<file path="src/rtl/text_dump_tx.sv">
`default_nettype none
// ============================================================================
//  Module      : text_dump_tx
//  Description : Reads the character RAM in on-screen order and sends it out
//                as UART 8N1. Each row ends with CR LF. Non-printable bytes
//                are sent as spaces.
//  Revision    : 1.0 - initial release
// ============================================================================
module text_dump_tx #(
  parameter int CLKS_PER_BIT = 10417,
  parameter int ROWS         = 4,
  parameter int COLS         = 32,
  parameter int START_COL    = 24
) (
  input  logic                    clk,
  input  logic                    reset,
  input  logic                    start,
  output logic [$clog2(ROWS)-1:0] rd_row,
  output logic [$clog2(COLS)-1:0] rd_col,
  input  logic [7:0]              rd_data,
  output logic                    tx,
  output logic                    busy,
  output logic                    done
);

  localparam int ROW_W  = $clog2(ROWS);
  localparam int COL_W  = $clog2(COLS);
  localparam int BAUD_W = (CLKS_PER_BIT > 1) ? $clog2(CLKS_PER_BIT) : 1;

  localparam logic [BAUD_W-1:0] BAUD_LAST = BAUD_W'(CLKS_PER_BIT - 1);
  localparam logic [BAUD_W-1:0] BAUD_ONE  = BAUD_W'(1);
  localparam logic [ROW_W-1:0]  ROW_LAST  = ROW_W'(ROWS - 1);
  localparam logic [ROW_W-1:0]  ROW_ONE   = ROW_W'(1);
  localparam logic [COL_W-1:0]  COL_FIRST = COL_W'(START_COL);
  localparam logic [COL_W-1:0]  COL_WRAP  = COL_W'(COLS - 1);
  localparam logic [COL_W-1:0]  COL_ONE   = COL_W'(1);
  // Last column visited in a row is the one just before the first visible one.
  localparam logic [COL_W-1:0]  COL_LAST  = (START_COL == 0) ? COL_W'(COLS - 1)
                                                             : COL_W'(START_COL - 1);
  // Bit index 0 is the start bit, 1..8 data, 9 the stop bit.
  localparam logic [3:0]        STOP_IDX  = 4'd9;
  localparam logic [3:0]        BIT_ONE   = 4'd1;

  typedef enum logic [2:0] {
    S_IDLE  = 3'd0,
    S_ADDR  = 3'd1,
    S_FETCH = 3'd2,
    S_LOAD  = 3'd3,
    S_SEND  = 3'd4,
    S_CR    = 3'd5,
    S_LF    = 3'd6,
    S_DONE  = 3'd7
  } state_t;

  state_t            state_q;
  state_t            state_d;
  logic [ROW_W-1:0]  row_q;
  logic [COL_W-1:0]  col_q;
  logic [8:0]        shreg_q;     // remaining bits after the one on tx: {stop, data}
  logic [BAUD_W-1:0] baud_q;
  logic [3:0]        bit_q;
  logic              sending_q;
  logic              tx_q;

  logic              frame_end;
  logic              load_frame;
  logic [7:0]        frame_byte;
  logic              printable;

  assign printable = (rd_data >= 8'h20) && (rd_data < 8'h7F);
  assign frame_end = sending_q && (baud_q == BAUD_LAST) && (bit_q == STOP_IDX);

  // Pick the byte for the next frame and decide when a frame is launched.
  always_comb begin
    load_frame = 1'b0;
    frame_byte = 8'h20;
    case (state_q)
      S_LOAD: begin
        load_frame = 1'b1;
        frame_byte = printable ? rd_data : 8'h20;
      end
      S_CR: begin
        load_frame = !sending_q;
        frame_byte = 8'h0D;
      end
      S_LF: begin
        load_frame = !sending_q;
        frame_byte = 8'h0A;
      end
      default: begin
        load_frame = 1'b0;
        frame_byte = 8'h20;
      end
    endcase
  end

  // FSM state register.
  always_ff @(posedge clk) begin
    if (reset) begin
      state_q <= S_IDLE;
    end else begin
      state_q <= state_d;
    end
  end

  // Next-state logic: walk cells, then CR and LF at the end of every row.
  always_comb begin
    state_d = state_q;
    case (state_q)
      S_IDLE:  if (start) state_d = S_ADDR;
      S_ADDR:  state_d = S_FETCH;
      S_FETCH: state_d = S_LOAD;
      S_LOAD:  state_d = S_SEND;
      S_SEND:  if (frame_end) state_d = (col_q == COL_LAST) ? S_CR : S_ADDR;
      S_CR:    if (frame_end) state_d = S_LF;
      S_LF:    if (frame_end) state_d = (row_q == ROW_LAST) ? S_DONE : S_ADDR;
      S_DONE:  state_d = S_IDLE;
      default: state_d = S_IDLE;
    endcase
  end

  // UART serializer: each frame restarts the baud counter, so there is no drift.
  always_ff @(posedge clk) begin
    if (reset) begin
      shreg_q   <= 9'h1FF;
      baud_q    <= '0;
      bit_q     <= '0;
      sending_q <= 1'b0;
      tx_q      <= 1'b1;
    end else if (load_frame) begin
      shreg_q   <= {1'b1, frame_byte};
      baud_q    <= '0;
      bit_q     <= '0;
      sending_q <= 1'b1;
      tx_q      <= 1'b0;
    end else if (sending_q) begin
      if (baud_q == BAUD_LAST) begin
        baud_q <= '0;
        if (bit_q == STOP_IDX) begin
          sending_q <= 1'b0;
        end else begin
          bit_q   <= bit_q + BIT_ONE;
          tx_q    <= shreg_q[0];
          shreg_q <= {1'b1, shreg_q[8:1]};
        end
      end else begin
        baud_q <= baud_q + BAUD_ONE;
      end
    end
  end

  // Read-address walker: columns wrap past COLS-1, rows advance after LF.
  always_ff @(posedge clk) begin
    if (reset) begin
      row_q <= '0;
      col_q <= COL_FIRST;
    end else if (state_q == S_DONE) begin
      row_q <= '0;
      col_q <= COL_FIRST;
    end else if ((state_q == S_SEND) && frame_end && (col_q != COL_LAST)) begin
      col_q <= (col_q == COL_WRAP) ? '0 : col_q + COL_ONE;
    end else if ((state_q == S_LF) && frame_end && (row_q != ROW_LAST)) begin
      row_q <= row_q + ROW_ONE;
      col_q <= COL_FIRST;
    end
  end

  assign rd_row = row_q;
  assign rd_col = col_q;
  assign tx     = tx_q;
  assign busy   = (state_q != S_IDLE) && (state_q != S_DONE);
  assign done   = (state_q == S_DONE);

endmodule
`default_nettype wire

</file>
<file path="config.mk">
export PLATFORM = sky130hd
export DESIGN_NAME = text_dump_tx
export DESIGN_NICKNAME = d
export VERILOG_FILES = /design/src/rtl/text_dump_tx.sv
export SDC_FILE = /design/constraint.sdc
export NUM_CORES = 1
export LEC_CHECK = 0
export ABC_CLOCK_PERIOD_IN_PS = 2300
export BUFFER_PORTS_ARGS = -buffer_cell sky130_fd_sc_hd__buf_4
export CORE_MARGIN = 2
export CORE_UTILIZATION = 50
export CTS_CLUSTER_SIZE = 20
export DETAILED_ROUTE_END_ITERATION = 10
export HOLD_SLACK_MARGIN = 0.06
export PLACE_DENSITY_LB_ADDON = 0.2
export REMOVE_ABC_BUFFERS = 1
export SLEW_MARGIN = 20
export SYNTH_ARGS = -nofsm -noshare
export SYNTH_HDL_FRONTEND = slang
export SYNTH_SLANG_ARGS = --single-unit
</file>
<file path="constraint.sdc">
create_clock -name clk -period 2.3 [get_ports clk]
set_input_delay 0.46 -clock clk [delete_from_list [all_inputs] [get_ports clk]]
set_output_delay 0.46 -clock clk [all_outputs]
set_load 0.05 [all_outputs]
</file>
Yosys cells after proc, flatten, opt, wreduce, memory -nomap -nowiden
Cells that the tools add are included.
{"block": "word_totals", "elab_cells": 83, "regBits": 38, "output_inout_bits": 10, "in_bits": 11}
{"block": "op_classes", "n_lt_le_gt_ge": 2, "addsub": 4, "bitwise": 2, "n_eq_ne": 20, "mux": 26, "n_reduce_logical": 21}
{"operator": "8-bit two-way mux", "n": 5}
{"operator": "3-bit case mux with 8 select lines", "n": 1}
{"operator": "8-bit case mux with 3 select lines", "n": 1}
{"operator": "3-bit two-way mux", "n": 6}
{"operator": "5-bit two-way mux", "n": 3}
{"operator": "14-bit by 1-bit adder with 14-bit output, second input constant", "n": 1}
{"operator": "14-bit == test, second input constant", "n": 1}
{"operator": "14-bit two-way mux", "n": 1}
{"operator": "3-bit == test, second input constant", "n": 4}
{"operator": "2-bit != test, second input constant", "n": 6}
{"operator": "5-bit == test, second input constant", "n": 2}
{"operator": "8-bit by 6-bit greater-or-equal comparator with 1-bit output, second input constant", "n": 1}
{"operator": "1-bit logical AND", "n": 8}
{"operator": "8-bit by 7-bit less-than comparator with 1-bit output, second input constant", "n": 1}
{"operator": "1-bit two-way mux", "n": 8}
{"operator": "3-bit by 2-bit == test with 1-bit output, second input constant", "n": 2}
{"operator": "3-bit AND reduction", "n": 2}
{"operator": "2-bit nonzero test", "n": 3}
{"operator": "2-bit OR reduction", "n": 3}
{"operator": "5-bit by 1-bit adder with 5-bit output, second input constant", "n": 1}
{"operator": "5-bit != test, second input constant", "n": 1}
{"operator": "4-bit by 1-bit adder with 4-bit output, second input constant", "n": 1}
{"operator": "4-bit == test, second input constant", "n": 1}
{"operator": "4-bit AND reduction", "n": 1}
{"operator": "10 further kinds", "n": 11}

Depth between registers and ports, before layout
Gate-level depths: netlist (run 1).
{"block": "depth", "word_depth": 7, "ltp_mapped": 8, "depth_no_buf": 6}

Worst setup path after synthesis (run 1)
No wires, ideal clock.
{"block": "synth_timing", "kind": "register to register", "start": "reg baud_q[6]", "end": "reg bit_q[2]", "path_slack_ns": 0.076, "arrival_time_ns": 2.154, "setup_time_ns": 0.070, "stages_incl_launch_ff": 6, "period_less_slack_ns": 2.224, "n_path_buf": 1, "t_required_ns": 2.230, "cell_sequence": "dfxtp_1 > or4b_4 > or4_4 > buf_6 > or4_1 > a21oi_1"}
{"block": "synth_via", "elab_chain_len": 2}
{"element": "start, declared", "line_no": "60", "text": "logic [BAUD_W-1:0] baud_q;"}
{"element": "start signal, assigned", "line_no": "147", "text": "baud_q <= baud_q + BAUD_ONE;"}
{"element": "14-bit == test", "line_no": "137", "text": "if (baud_q == BAUD_LAST) begin"}
{"element": "3-bit AND reduction (no source line)"}
{"element": "end signal, assigned", "line_no": "142", "text": "bit_q <= bit_q + BIT_ONE;"}
{"element": "end, declared", "line_no": "61", "text": "logic [3:0] bit_q;"}
No other way between the ends.
A chain may end at the register's enable or synchronous reset.

Worst setup path in the final report (run 1)
{"block": "layout_timing", "start": "reg baud_q[12]", "end": "reg bit_q[1]"}
The elaborated chain is that of the path after synthesis.

==> results.txt, run 1 <==
Final Cycle Share -> 96.9%
Synth top area share -> 36.6%
CP top delay family -> simple AND/OR/NAND/NOR gates
RSZ-0062 raised after global routing -> no
P&R area growth vs syn -> 16.9%
Post-Synth XOR/XNOR Area -> 5.05%
Power share of the clock group -> 33.5%
Max Slew Vio Count -> 0
Initial antenna violation count -> 0
CTS tree -> done
Share of async-settable or async-resettable flops after synthesis -> 0%
Initial DRC Count -> 101
Avg WL per Cell -> 14.6 um
Final-layout fill cell count -> 380
Routability Congestion -> 0.842
Initial cell density of the core -> 52.0%
Total CTS buffers -> 5
Final nets -> 297
Largest family of logic cells by synthesized area -> simple AND/OR/NAND/NOR gates
Root Buffer -> clkbuf_8
DRC viols -> 0
P_leak -> 0.902 nW
Grt ovf -> 0
Critical path arrival -> 2450 ps
IO buf count -> 20
Antenna Violating Nets Remaining -> 0
Register share of total power -> 54.8%
Synth Flop Type -> dfxtp_1
Number of antenna diodes -> 0
Internal power -> 945 uW
Clock Skews -> 3.68 ps
Startpoint types -> flop
Seq/Total Area, Yosys -> 36.6%
Fmax -> 449 MHz
Post-synthesis mux area share -> 0%
Largest net degree at the start of global routing -> 19
Vias per cell -> 5.95
Syn Inst Count -> 251
Period minus WS final -> 2230 ps
Slowest cell on the critical path -> or4_4
Clk buf depth -> 2
Hold depth -> 3
1st-pass router iterations -> 5
Final setup viols -> 0
Die Footprint -> 4690 sq um
Final Hold Fails -> 0
Hpwl dp -> 3390 um
Max-cap viol count -> 0
Htree depth -> 2
Worst Hold End -> shreg_q[1]$_SDFFE_PP1P_
Synth cell types -> 44
Combinational fraction of design power -> 11.7%
Slew margin rel. -> 46.8%
IO Pins -> 21
Post-synth top area cell -> dfxtp_1
Psw -> 341 uW
Hold buffer count at CTS -> 0
Chip height -> 68.5 um
WS Path Type -> reg -> reg
Internal reg-to-reg setup slack -> 70 ps
Synth Area in Simple Gates -> 28.1%
WP data required -> 2530 ps
Average cell area after synthesis -> 8.29 sq um
Number of cell rows -> 23
Number of global-route vias before repair -> 1735
Compound-gate portion of the synthesized area -> 21.2%
Via count -> 1958
Switching portion of total power -> 26.5%
Layout cells sized above 1 -> 16.8%
Clk slew on worst S/H paths -> 70 ps
Largest stage delay, worst path -> 610 ps
Mapped Area -> 2080 sq um
Total GRT Usage -> 21.9%
Synth top area cells -> dfxtp_1, a21oi_1, ha_1
Core area -> 4000 sq um
Routed WL -> 4800 um
CP max FO -> 6
Placed inst area -> 2330 sq um
Global-route wire length before repair -> 7690 um
Clk_lat worst skew -> 290 ps
Number of flops mapped to enable cells by yosys -> 0
Yosys Warn Count -> 0
Max VDD drop -> 468 uV
Post-Synth Adder-Cell Area -> 4.21%
CP Buf/Inv Count -> 1
#FFs+latches synth -> 38
RR Endpoint -> bit_q[1]$_SDFFE_PP0P_
Setup TNS -> 0 ps
Least-Margin Pin Slew -> 790 ps
CP Cell Sequence -> or4b_4 > or4_4 > buf_4 > or3_1 > a21oi_1
Hold Path Class -> in -> reg
Outcome -> finished, final reports clean
CTS Sinks -> 38
Power per cell area -> 529 nW/um^2
Worst Min Path Start -> rd_data[1]
R2R cell count -> 5
Commonest cells in the netlist -> dfxtp_1, nor2_1, a21oi_1
Die X-Extent -> 68.5 um
Final instance area -> 2430 sq um
Count leader, synth -> dfxtp_1
Critical register-to-register path startpoint -> baud_q[12]$_SDFFE_PP0P_
CP Capture Type -> flop
-- cell families (layout without fill, tap and decap cells) --
family                     Yosys count  count (layout)
DFF                                 38              38
xor gates and xnor gates            12              12
and+or+nand+nor                    101             102
buffers and inverters               25              52
AOI/OAI and AO/OA                   68              68
adders and majority gates            7               7
-- metal layers --
layer | wire length (um) | global-route usage (%) | vias to the layer above
li1 | - | - | 986
met1 | 2250 | 27.7 | 930
met2 | 2290 | 36.1 | 35
met3 | 176 | 4.22 | 7
met4 | 76 | 10.0 | 0
met5 | 0 | 0 | -
-- timing repair --
action / in CTS / in global routing
endpoints found under the setup margin: 0 / 4
setup buffers: 0 / 1
resized for setup: 0 / 1
-- power groups by stage --
| stage | combinational (mW) | sequential (mW) | clock (mW) |
|---|---|---|---|
| 4_1_cts | 0.151 | 0.704 | 0.443 |
| 3_5_place_dp | 0.150 | 0.719 | 0 |
| 6_report | 0.151 | 0.705 | 0.431 |
| 5_1_grt | 0.167 | 0.710 | 0.482 |
| 2_1_floorplan | 0.0895 | 0.719 | 0 |
| 3_3_place_gp | 0.149 | 0.719 | 0 |
-- layout make-up --
cell class / instances / area, sq um / share of cell area (%)
well taps: 50 / 62.6 / 2.57
inverters: 10 / 37.5 / 1.54
repair buffers: 35 / 263 / 10.8
clock buffers: 5 / 68.8 / 2.83
clock inverters: 2 / 10.0 / 0.412
multi-input cells: 189 / 1230 / 50.6
flip-flops and latches: 38 / 761 / 31.3
-- flip-flops by register name (all words and copies together), names as in the netlist --
register and count:
baud_q 14, shreg_q 8, rd_col 5, bit_q 4
state_q 3, rd_row 2, sending_q 1, tx 1
-- stage by stage --
stage / utilization [%] / instances / total power, mW / hold WS, ps / worst slack, ps
3_3_place_gp: 58.4 / 320 / 0.868 / 469 / 80.0
2_1_floorplan: - / 236 / 0.808 / 447 / 66.5
6_report: 60.8 / 329 / 1.29 / 466 / 72.1
4_1_cts: 60.3 / 327 / 1.30 / 464 / 1.15
3_5_place_dp: 58.4 / 320 / 0.870 / 471 / 14.9
5_1_grt: 60.8 / 329 / 1.36 / 469 / 14.2
-- placed cells by master, fill, tap and decap left out, types with 2 or more instances in the layout --
cell type  count
dfxtp_1       38
buf_4         35
nor2_1        21
a21oi_1       18
o21ai_0       17
nand3_1       14
nand2_1       12
inv_1         10
or3_1          8
xnor2_1        7
ha_1           7
nand4_1        6
nor4_1         6
a21o_1         6
xor2_1         5
clkbuf_8       5
and3_1         4
nor3_1         4
or4_1          4
o31ai_1        4
nand3b_1       3
nand2b_1       3
a211oi_1       3
a22oi_1        3
and2_1         3
nor3b_1        3
a221o_1        3
or4b_4         2
or4_4          2
and4_1         2
a31oi_1        2
o2111ai_1      2
o211ai_1       2
o21bai_1       2
nor2b_1        2
clkinv_2       2
-- worst max path at each step --
| stage | startpoint | endpoint | depth (start not counted) |
|---|---|---|---|
| 2_1_floorplan | baud_q[6]$_SDFFE_PP0P_ | bit_q[2]$_SDFFE_PP0P_ | 4 |
| 3_3_place_gp | baud_q[8]$_SDFFE_PP0P_ | bit_q[2]$_SDFFE_PP0P_ | 4 |
| 3_5_place_dp | baud_q[8]$_SDFFE_PP0P_ | shreg_q[4]$_SDFFE_PP1P_ | 5 |
| 4_1_cts | baud_q[8]$_SDFFE_PP0P_ | shreg_q[4]$_SDFFE_PP1P_ | 5 |
| 5_1_grt | baud_q[12]$_SDFFE_PP0P_ | shreg_q[4]$_SDFFE_PP1P_ | 5 |
| 6_report | baud_q[12]$_SDFFE_PP0P_ | bit_q[1]$_SDFFE_PP0P_ | 5 |
-- worst register-to-register path, delay by kind of cell, from the launching register on --
kind	cells	cell delay, ps
compound gates	1	140
simple gates	3	1520
buf+inv	1	170
flops	1	340
(Power assumes the default switching activity.)
==> run 2, diff against run 1 <==
CORE_MARGIN = 1.5   (was 2)
CTS_BUF_LIST = sky130_fd_sc_hd__clkbuf_16   (was unset)
==> run 2 against run 1 <==
Setup slack lost 0.53 ps. Die area decreased by 2.9%. Wire length is 1.3% lower. Non-clock buffer count is the same. Sequential share of layout area is 0.80 points lower. Total power up 16%. Critical endpoint is now shreg_q[5]$_SDFFE_PP1P_. Highest routed layer unchanged.
==> results.txt, run 2 (synthesis gave the netlist of run 1 again) <==
P&R area growth vs syn -> 20.0%
CP max FO -> 10
Vias per cell -> 5.91
CP Capture Type -> flop
Final Cycle Share -> 96.9%
R2R cell count -> 5
GR Layer Usage met3 -> 4.00%
Final Hold Fails -> 0
Initial cell density of the core -> 52.0%
Max Slew Vio Count -> 0
Clock Skews -> 2.44 ps
Final instance area -> 2500 sq um
Busiest grt layer -> met2
Placed inst area -> 2330 sq um
Clk slew on worst S/H paths -> 50 ps
Place WS -> 21.4 ps
Grt ovf -> 0
Global-route wire length before repair -> 7560 um
Final nets -> 297
M1 GR Usage -> 28.0%
Initial DRC Count -> 122
Least-Margin Pin Slew -> 803 ps
Outcome -> finished, final reports clean
Critical register-to-register path startpoint -> baud_q[8]$_SDFFE_PP0P_
Die Footprint -> 4560 sq um
Setup WS post-layout -> 71.5 ps
Number of cell rows -> 23
Multi-input logic area -> 1230 sq um
Final-layout fill cell count -> 348
Total GRT Usage -> 22.0%
Core area -> 4000 sq um
Chip height -> 67.5 um
Hpwl dp -> 3240 um
CTS tree -> done
Number of global-route vias before repair -> 1690
Startpoint types -> flop
IO Pins -> 21
Power per cell area -> 599 nW/um^2
Total power -> 1.50 mW
P_leak -> 0.931 nW
Max VDD drop -> 521 uV
Root Buffer -> clkbuf_16
Antenna Violating Nets Remaining -> 0
Via count -> 1950
Max-cap viol count -> 0
M2 GR Usage -> 36.0%
Routed WL -> 4740 um
Initial antenna violation count -> 0
Final setup viols -> 0
IO buf count -> 20
Most common cell after layout, fill and taps aside -> dfxtp_1
WP data required -> 2430 ps
1st-pass router iterations -> 5
Critical path arrival -> 2350 ps
DRC viols -> 0
Die X-Extent -> 67.5 um
Htree depth -> 2
Clk buf depth -> 2
Biggest register -> baud_q
Fmax -> 449 MHz
Clk_lat worst skew -> 280 ps
Total CTS buffers -> 5
Commonest non-fill, non-tap cells in the layout -> dfxtp_1, buf_4, nor2_1, a21oi_1, o21ai_0
CTS Sinks -> 38
Slew margin rel. -> 45.9%
Largest net degree at the start of global routing -> 19
Hold Path Class -> in -> reg
Worst Hold End -> shreg_q[1]$_SDFFE_PP1P_
RR Endpoint -> shreg_q[5]$_SDFFE_PP1P_
Routability Congestion -> 0.845
Worst Min Path Start -> rd_data[1]
Period minus WS final -> 2230 ps
Internal reg-to-reg setup slack -> 70 ps
Hold depth -> 3
Register Area -> 761 sq um
RSZ-0062 raised after global routing -> yes
Avg WL per Cell -> 14.3 um
Largest register FFs -> 14
WS Path Type -> reg -> reg
Number of antenna diodes -> 0
Layout cells sized above 1 -> 16.8%
==> run 2: routing by layer <==
layer	up-vias	wire length (um)
met5	-	0
met4	0	76
met3	7	180
met2	42	2250
met1	910	2230
li1	991	-
==> run 2: timing repair <==
item | 4_1_cts | 5_1_grt
resized for setup | 0 | 3
hold buffers | 0 | 0
endpoints found under the setup margin | 0 | 4
setup buffers | 0 | 2
==> run 2: how the worst max path moves through the flow <==
stage	cells after the start	from	end	slack (ps)
floorplan	4	baud_q[6]$_SDFFE_PP0P_	bit_q[2]$_SDFFE_PP0P_	70
global placement	4	baud_q[8]$_SDFFE_PP0P_	bit_q[2]$_SDFFE_PP0P_	80
detailed placement	5	baud_q[8]$_SDFFE_PP0P_	shreg_q[4]$_SDFFE_PP1P_	20
CTS	5	baud_q[8]$_SDFFE_PP0P_	shreg_q[4]$_SDFFE_PP1P_	0.3
global route	6	baud_q[8]$_SDFFE_PP0P_	rd_row[1]$_SDFFE_PP0P_	-5
finish	5	baud_q[8]$_SDFFE_PP0P_	shreg_q[5]$_SDFFE_PP1P_	70
==> run 2: final cells by class <==
cell class | instances | area share, %
multi-input combinational | 189 | 49.5
sequential | 38 | 30.5
inverter | 10 | 1.50
tap | 50 | 2.51
timing repair buffer | 35 | 10.5
clock inverter | 3 | 0.501
clock buffer | 5 | 5.01
==> run 2: where the power goes <==
| group | switching [mW] | leakage (nW) | internal [mW] | total (mW) |
|---|---|---|---|---|
| clock | 0.246 | 0.0724 | 0.391 | 0.637 |
| sequential | 0.0263 | 0.307 | 0.679 | 0.706 |
| combinational | 0.0887 | 0.551 | 0.0644 | 0.153 |
| total | 0.361 | 0.931 | 1.13 | 1.50 |
==> run 2: worst max-delay path: stages (launching register included) <==
cell	delay, ps
dfxtp_1	340
or4b_4	590
or4_4	590
buf_4	200
o31ai_1	240
a22oi_1	120
==> run 2: through the flow <==
step | hold WS, ps | TNS (ps) | util [%] | cells
2_1_floorplan | 447 | 0 | - | 236
3_3_place_gp | 468 | 0 | 58.2 | 319
3_5_place_dp | 472 | 0 | 58.2 | 319
4_1_cts | 479 | 0 | 61.6 | 327
5_1_grt | 482 | -8.24 | 62.4 | 330
6_report | 480 | 0 | 62.4 | 330
==> run 3, diff against run 2 <==
CORE_ASPECT_RATIO = 0.8   (was unset)
CORE_MARGIN = unset   (was 1.5)
==> run 3 against run 2 <==
Clock-buffer cell count unchanged. Clock power down 0.9%. First-iteration DRC count down 9.8%. Sequential share of layout area up 0.25 points. Wire length down 1.7%. Clock skew up 1.8 ps. Register-to-register slack about the same. Via count down 3.5%. Die area down 2.9%. Setup slack better by 1.2 ps. Largest power group unchanged. Non-clock buffer count down 4. Critical path type unchanged.
==> results.txt, run 3 (synthesis gave the netlist of run 1 again) <==
Via count -> 1881
CTS Sinks -> 38
Power per cell area -> 602 nW/um^2
CTS tree -> done
Outcome -> finished, final reports clean
Biggest register -> baud_q
Root Buffer -> clkbuf_16
Period minus WS final -> 2230 ps
Most common cell after layout, fill and taps aside -> dfxtp_1
Least-Margin Pin Slew -> 735 ps
Max-cap viol count -> 0
Number of cell rows -> 20
Slew margin rel. -> 50.5%
Startpoint types -> flop
Chip height -> 59.7 um
P&R area growth vs syn -> 19.0%
Clock Skews -> 4.23 ps
IO Pins -> 21
Clk_lat worst skew -> 280 ps
Core area -> 3880 sq um
Final-layout fill cell count -> 355
Max VDD drop -> 541 uV
Largest register FFs -> 14
Register share of total power -> 47.3%
Routed WL -> 4660 um
Internal power -> 1.14 mW
WS Path Type -> reg -> reg
CP Capture Type -> flop
Hpwl dp -> 3320 um
Final Hold Fails -> 0
Final Cycle Share -> 96.8%
Number of global-route vias before repair -> 1678
Vias per cell -> 5.72
Clk buf depth -> 2
Die X-Extent -> 74.1 um
WP data required -> 2500 ps
Avg WL per Cell -> 14.2 um
Setup WS post-layout -> 72.7 ps
Setup Fix Bufs, Post-CTS -> 0
Fmax -> 449 MHz
1st-pass router iterations -> 4
Psw -> 355 uW
Critical register-to-register path startpoint -> baud_q[8]$_SDFFE_PP0P_
Global-route wire length before repair -> 7710 um
Hold Path Class -> in -> reg
CP Buf/Inv Count -> 1
Hold buffer count at CTS -> 0
Total CTS buffers -> 5
Htree depth -> 2
Power share of the clock group -> 42.3%
RSZ-0062 raised after global routing -> no
CP max FO -> 28
Slowest cell on the critical path -> or4_4
Antenna Violating Nets Remaining -> 0
Initial antenna violation count -> 0
DRC viols -> 0
Worst Min Path Start -> rd_data[1]
Largest net degree at the start of global routing -> 29
Cts repair resizes -> 0
CP top delay family -> simple AND/OR/NAND/NOR gates
Total GRT Usage -> 23.2%
CP Cell Sequence -> or4b_4 > or4_4 > buf_12 > or3_1 > a21oi_1
Switching portion of total power -> 23.8%
Worst setup startpoint -> baud_q[8]$_SDFFE_PP0P_
Final setup viols -> 0
Initial DRC Count -> 110
P_leak -> 0.920 nW
Commonest non-fill, non-tap cells in the layout -> dfxtp_1, buf_4, nor2_1, a21oi_1, o21ai_0
Grt ovf -> 0
Place WS -> 70.8 ps
Critical path arrival -> 2430 ps
Number of antenna diodes -> 0
Final nets -> 292
Largest stage delay, worst path -> 580 ps
Initial cell density of the core -> 53.6%
Routability Congestion -> 0.813
Layout cells sized above 1 -> 14.6%
Clk slew on worst S/H paths -> 60 ps
Die Footprint -> 4430 sq um
Setup TNS -> 0 ps
IO buf count -> 20
Max Slew Vio Count -> 0
Combinational fraction of design power -> 10.3%
[run 3: cell count changes in the layout (fill, tap and decap cells not counted), sizes merged]
cell,change
buf,-4
or4,-1
clkinv,-2
inv,+1
[run 3: cell type report]
type / count / area (sq um) / area share (%)
Sequential cell: 38 / 761 / 30.7
Clock inverter: 2 / 7.51 / 0.303
Multi-Input combinational cell: 188 / 1220 / 49.2
Tap cell: 55 / 68.8 / 2.78
Timing Repair Buffer: 31 / 258 / 10.4
Clock buffer: 5 / 125 / 5.05
Inverter: 10 / 37.5 / 1.52
[run 3: worst paths after layout]
kind	slack (ps)	cells after the start	end
setup / recovery	70	5	rd_row[1]$_SDFFE_PP0P_
hold / removal	480	3	shreg_q[1]$_SDFFE_PP1P_
setup reg to reg	70	5	rd_row[1]$_SDFFE_PP0P_
hold reg to reg	490	1	shreg_q[2]$_SDFFE_PP1P_
[run 3: metrics by stage]
| step | instances | hold slack, ps | util (%) | area (sq um) | power, mW |
|---|---|---|---|---|---|
| 2_1_floorplan | 236 | 447 | - | 2020 | 0.808 |
| 3_3_place_gp | 322 | 473 | 60.4 | 2340 | 0.871 |
| 3_5_place_dp | 322 | 475 | 60.4 | 2340 | 0.872 |
| 4_1_cts | 329 | 478 | 63.8 | 2480 | 1.50 |
| 5_1_grt | 329 | 504 | 63.8 | 2480 | 1.55 |
| 6_report | 329 | 478 | 63.8 | 2480 | 1.49 |
[run 3: routing by layer]
layer | track usage, % | share of wire [%] | vias up
li1 | - | - | 973
met4 | 7.69 | 0.90 | 0
met1 | 33.7 | 52 | 874
met5 | 0 | 0 | -
met3 | 4.89 | 3.9 | 4
met2 | 34.0 | 43 | 30
[run 3: worst min-delay path, stage by stage]
cell and delay [ps]:
buf_4 80, a21oi_1 60, a31oi_1 120
[run 3: power groups by stage]
stage | registers (mW) | logic, mW | clock network (mW)
floorplan | 0.719 | 0.0895 | 0
global placement | 0.719 | 0.152 | 0
detailed placement | 0.719 | 0.153 | 0
CTS | 0.705 | 0.154 | 0.643
global route | 0.709 | 0.171 | 0.671
finish | 0.706 | 0.154 | 0.631
